==> src/rtl/shift_pkg.sv <==
// rtl/shift_pkg.sv - op encodings and LFSR constants for shift_unit
package shift_pkg;
    localparam logic [2:0] OP_CLR  = 3'b000;
    localparam logic [2:0] OP_LOAD = 3'b001;
    localparam logic [2:0] OP_SRL  = 3'b010;
    localparam logic [2:0] OP_SLL  = 3'b011;
    localparam logic [2:0] OP_SRA  = 3'b100;
    localparam logic [2:0] OP_SIN  = 3'b101;
    localparam logic [2:0] OP_ROR  = 3'b110;
    localparam logic [2:0] OP_LFSR = 3'b111;

    // taps 4, 3, 2, 0 of x^8+x^4+x^3+x^2+1
    localparam logic [7:0] LFSR_TAPS = 8'b0001_1101;
    localparam logic [7:0] LFSR_SEED = 8'h01;

    function automatic logic [7:0] lfsr_next(input logic [7:0] q);
        if (q == 8'h00) return LFSR_SEED;
        return {^(q & LFSR_TAPS), q[7:1]};
    endfunction
endpackage

==> src/rtl/edge_detect.sv <==
// rtl/edge_detect.sv - rising-edge detector for the synchronized step level
module edge_detect (
    input  logic i_clk,
    input  logic i_rst,
    input  logic i_in,
    output logic o_rise
);
    logic r_d;

    // loading the live level during reset keeps a held button from firing at release
    always_ff @(posedge i_clk) begin
        if (i_rst) r_d <= i_in;
        else       r_d <= i_in;
    end

    assign o_rise = i_in & ~r_d;
endmodule

==> src/rtl/shift_unit.sv <==
// rtl/shift_unit.sv - 8-bit multi-mode shift register for the hex display
// Optional auto-run prescaler enabled by `define SHIFT_UNIT_AUTORUN_EN
module shift_unit
    import shift_pkg::*;
#(
    parameter int WIDTH    = 8,
    parameter int PRESCALE = 10_000_000
) (
    input  logic             i_clk,
    input  logic             i_rst,
    input  logic [2:0]       i_op,
    input  logic [WIDTH-1:0] i_din,
    input  logic             i_sin,
    input  logic             i_step,
    input  logic             i_auto,
    output logic [WIDTH-1:0] o_q,
    output logic             o_upd
);
    logic [WIDTH-1:0] r_q;
    logic             r_upd;
    logic             w_fire;
    logic             w_tick;
    logic             w_go;
    logic [WIDTH-1:0] w_q_next;

    edge_detect u_edge (
        .i_clk  (i_clk),
        .i_rst  (i_rst),
        .i_in   (i_step),
        .o_rise (w_fire)
    );

`ifdef SHIFT_UNIT_AUTORUN_EN
    localparam int CW = (PRESCALE > 2) ? $clog2(PRESCALE) : 1;
    localparam logic [CW-1:0] CNT_MAX = CW'(PRESCALE - 1);

    logic [CW-1:0] r_cnt;
    logic          r_tick;

    always_ff @(posedge i_clk) begin
        if (i_rst || !i_auto) begin
            r_cnt  <= '0;
            r_tick <= 1'b0;
        end else if (r_cnt == CNT_MAX) begin
            r_cnt  <= '0;
            r_tick <= 1'b1;
        end else begin
            r_cnt  <= r_cnt + 1'b1;
            r_tick <= 1'b0;
        end
    end

    assign w_tick = r_tick;
`else
    logic w_unused_auto;
    assign w_unused_auto = i_auto;
    assign w_tick        = 1'b0;
`endif

    assign w_go = w_fire | w_tick;

    always_comb begin
        w_q_next = r_q;
        case (i_op)
            OP_CLR:  w_q_next = '0;
            OP_LOAD: w_q_next = i_din;
            OP_SRL:  w_q_next = {1'b0, r_q[WIDTH-1:1]};
            OP_SLL:  w_q_next = {r_q[WIDTH-2:0], 1'b0};
            OP_SRA:  w_q_next = {r_q[WIDTH-1], r_q[WIDTH-1:1]};
            OP_SIN:  w_q_next = {i_sin, r_q[WIDTH-1:1]};
            OP_ROR:  w_q_next = {r_q[0], r_q[WIDTH-1:1]};
            default: w_q_next = lfsr_next(r_q);
        endcase
    end

    always_ff @(posedge i_clk) begin
        if (i_rst) begin
            r_q   <= '0;
            r_upd <= 1'b0;
        end else begin
            r_upd <= w_go;
            if (w_go) r_q <= w_q_next;
        end
    end

    assign o_q   = r_q;
    assign o_upd = r_upd;
endmodule

==> config.mk <==
export PLATFORM = sky130hd
export DESIGN_NAME = shift_unit
export DESIGN_NICKNAME = d
export VERILOG_FILES = /design/src/rtl/shift_pkg.sv /design/src/rtl/edge_detect.sv /design/src/rtl/shift_unit.sv
export SDC_FILE = /design/constraint.sdc
export NUM_CORES = 1
export LEC_CHECK = 0
export CORE_MARGIN = 4
export CORE_UTILIZATION = 45
export DETAILED_ROUTE_END_ITERATION = 7
export PLACE_DENSITY = 0.81
export SYNTH_ARGS = -nofsm -noshare
export SYNTH_HDL_FRONTEND = slang
export SYNTH_SLANG_ARGS = --single-unit
==> constraint.sdc <==
create_clock -name i_clk -period 3.42 [get_ports i_clk]
set_input_delay 0.684 -clock i_clk [delete_from_list [all_inputs] [get_ports i_clk]]
set_output_delay 0.684 -clock i_clk [all_outputs]
set_load 0.02 [all_outputs]
==> run summary <==
The summed negative setup slack over all endpoints came out at 0 ns. Input and output buffers added on the ports amount to 23. The global-route usage over all layers came out at 16.4%. The classification of the worst setup path is in2reg. The maximum clock path buffer count is 2. For this configuration, the core starts out at a cell density of 49.6%. The total power came out at 0.294 mW. The cts-stage hold buffer count came out at 0. Measured against its own limit, the worst slew margin works out to 71.9%.

The achievable clock frequency came out at 0.480 GHz. The final routed wirelength across all metal layers is 1590 um. The worst hold path belongs to the class reg2reg. Yosys mapped the design onto 33 distinct sky130hd cell types.

The area of the core came out at 0.00135 sq mm. The required time of the worst setup path is 3.56 ns. The final period utilization came out at 61.0%.

The number of top-level pins is 25. The final period demand of the worst path came out at 2.08 ns. The post-CTS setup-driven buffer insertion count is 0. TritonCTS created 3 clock buffers. The number of max-slew violations in the final report came to 0. The clock latency of the later-clocked register in the worst-skew pair came out at 0.26 ns. The post-synth net total came out at 95. Setup violations remaining at the end of the flow were counted as 0. After clock tree synthesis, the clock-pin slew on the worst setup and hold paths is 0.06 ns. The root buffer cell chosen for the clock tree is sky130_fd_sc_hd__clkbuf_4. In this run the remaining antenna-violating nets after routing total 0. The antenna diode count is 0.

The number of antenna violations at the first check in global routing came out at 0. The critical path starts at i_op[1]. The clock skew is 0.00596 ns. The Yosys step of the flow raised 0 warnings.

The beginning of the worst register-to-register path is o_q[2]. The synthesized design devotes to its leading area cell type 29.9% of total area. Of all nets on the critical path, the largest fanout is 8.

Dividing the detail-routed wire length by the instance count gives 13.8 um. The via count of the first global-routing pass is 564. Setup repair after global routing left no endpoint under its margin. The largest voltage drop on the vdd net came out at 0.000268 V.

The number of levels the H-tree was split into is 1. Synthesis produced a netlist whose cell count is 78. Max-cap violations in this run came to 0.

Entering global routing, the biggest net connects 12 pins. The first routing iteration left 15 violations. The leftover overflow at the end of global routing is 0. Power spread over the standard cell area amounts to 326 mW/mm^2. The flow ran to the end, and the final reports show no timing, DRC or antenna violations. The total die area came out at 0.00217 sq mm. The synthesized design spends more area on one cell type than any other, namely sky130_fd_sc_hd__dfxtp_1. The last weighted congestion value of the routability-driven placer came out at 0.799. The row count is 13. The average size of a mapped cell is 8.58 sq um.

The number of sinks handled by clock tree synthesis came out at 10. For this block, the via count after detailed routing is 643. In the routed design, unresolved DRC markers number 0. The element type at the critical path start is an input pin. The analysis attributes to cell leakage a power of 0.341 nW. The critical path endpoint category is a flop. The origin of the worst min-delay path is o_q[3]. The sequential fraction of the synthesis area is 29.9%. By area the synthesized netlist is led by sky130_fd_sc_hd__dfxtp_1, sky130_fd_sc_hd__mux2i_1, sky130_fd_sc_hd__a211oi_1. Dividing the detail-routed via count by the number of cells gives 5.59. Of the cells placed in the final design, the portion with a size suffix greater than 1 is 9.00%. The total of flip-flops plus latches after synthesis came out at 10.

The reg2reg setup slack came out at 1.93 ns. The die outline width came out at 46.6 um. TritonCTS built the clock tree.

The total of cells resized after clock tree synthesis came out at 0. The pre-antenna-repair detailed-routing pass consisted of 4 iterations. The combined area of all synthesized cells came out at 669 sq um.

Data arrives at the worst endpoint at 2.23 ns. After the last flow step, the layout net total stands at 119. The first-pass GRT wire length is 2550 um. The worst-margin pin slew came out at 0.421 ns. The vertical extent of the die is 46.6 um.

From synthesis to final layout, the design area changed by 34.6%. After legalization and detailed placement, the total HPWL measured 1210 um. The hold violation total from the final report came out at 0.
-- layer usage --
metal,vias to the layer above,GRT usage (%),wire length [um]
li1,329,-,-
met1,295,21.8,741
met2,19,25.3,745
met3,0,6.25,100
met4,0,2.84,0
met5,-,0,0
-- cell families after synthesis --
group                    Yosys count  synth area share [%]
XOR/XNOR                           2                  2.62
AND/OR/NAND/NOR                   29                  23.9
multiplexers                       6                  8.97
flip-flops                        10                  29.9
AO/OA/AOI/OAI                     22                  23.9
buffers and inverters              8                  8.78
adder cells (fa/ha/maj)            1                  1.87
-- synthesized netlist by cell type, drive strengths merged --
master    n
nor3      4
a21oi     5
xnor2     2
o21bai    1
and3b     1
buf       3
a211oi    7
nand2     2
nor2     11
clkbuf    2
o21ai     3
ha        1
nor4b     1
o41ai     1
nor3b     1
a2111oi   1
a311oi    1
nand3     2
dfxtp    10
nor2b     1
mux2i     6
inv       3
a31o      1
a21o      1
nand2b    4
a21boi    1
nand3b    1
and3      1
-- final timing paths --
| check | cells past startpoint | endpoint |
|---|---|---|
| setup reg to reg | 6 | o_q[1] |
| hold reg to reg | 2 | o_q[3] |
| setup / recovery | 5 | o_q[7] |
| hold / removal | 2 | o_q[3] |
-- state kept, by name (all words and copies together), names as in the netlist --
name / count
u_edge.r_d: 1
o_q: 8
o_upd: 1
-- critical path: stages --
cell	delay (ns)
sky130_fd_sc_hd__clkdlybuf4s50_1	0.67
sky130_fd_sc_hd__and3b_1	0.22
sky130_fd_sc_hd__a31o_1	0.19
sky130_fd_sc_hd__a2111oi_2	0.35
sky130_fd_sc_hd__a21oi_1	0.11
-- power breakdown --
group	switching, mW	internal [mW]	total (mW)
combinational	0.0405	0.0462	0.0868
sequential	0.00877	0.123	0.132
clock	0.0348	0.0404	0.0752
total	0.0841	0.210	0.294
-- per-stage QoR --
stage | utilization, % | hold WS (ns) | instance area (sq um) | worst slack [ns] | cells
global placement | 65.1 | 0.526 | 878 | 1.05 | 112
CTS | 66.7 | 0.553 | 901 | 1.33 | 115
finish | 66.7 | 0.546 | 901 | 1.34 | 115
global route | 66.7 | 0.576 | 901 | 1.24 | 115
floorplan | - | 0.555 | 669 | 1.72 | 78
detailed placement | 65.1 | 0.544 | 878 | 1.06 | 112
-- cells in the final DEF, fill, tap and decap left out, types with 3 or more instances in the layout --
master                            netlist  layout
sky130_fd_sc_hd__a211oi_1               7       7
sky130_fd_sc_hd__mux2i_1                6       6
sky130_fd_sc_hd__clkdlybuf4s50_1        0      23
sky130_fd_sc_hd__nor2_1                11      11
sky130_fd_sc_hd__dfxtp_1               10      10
sky130_fd_sc_hd__a21oi_1                4       4
sky130_fd_sc_hd__nor3_1                 4       4
sky130_fd_sc_hd__clkbuf_4               0       3
sky130_fd_sc_hd__inv_1                  3       3
-- layout make-up --
class / count / area (sq um)
Multi-Input combinational cell: 60 / 410
Sequential cell: 10 / 200
Timing Repair Buffer: 24 / 238
Clock buffer: 3 / 22.5
Fill cell: 111 / 449
Tap cell: 15 / 18.8
Inverter: 3 / 11.3
Power figures use the tool's default switching activity.
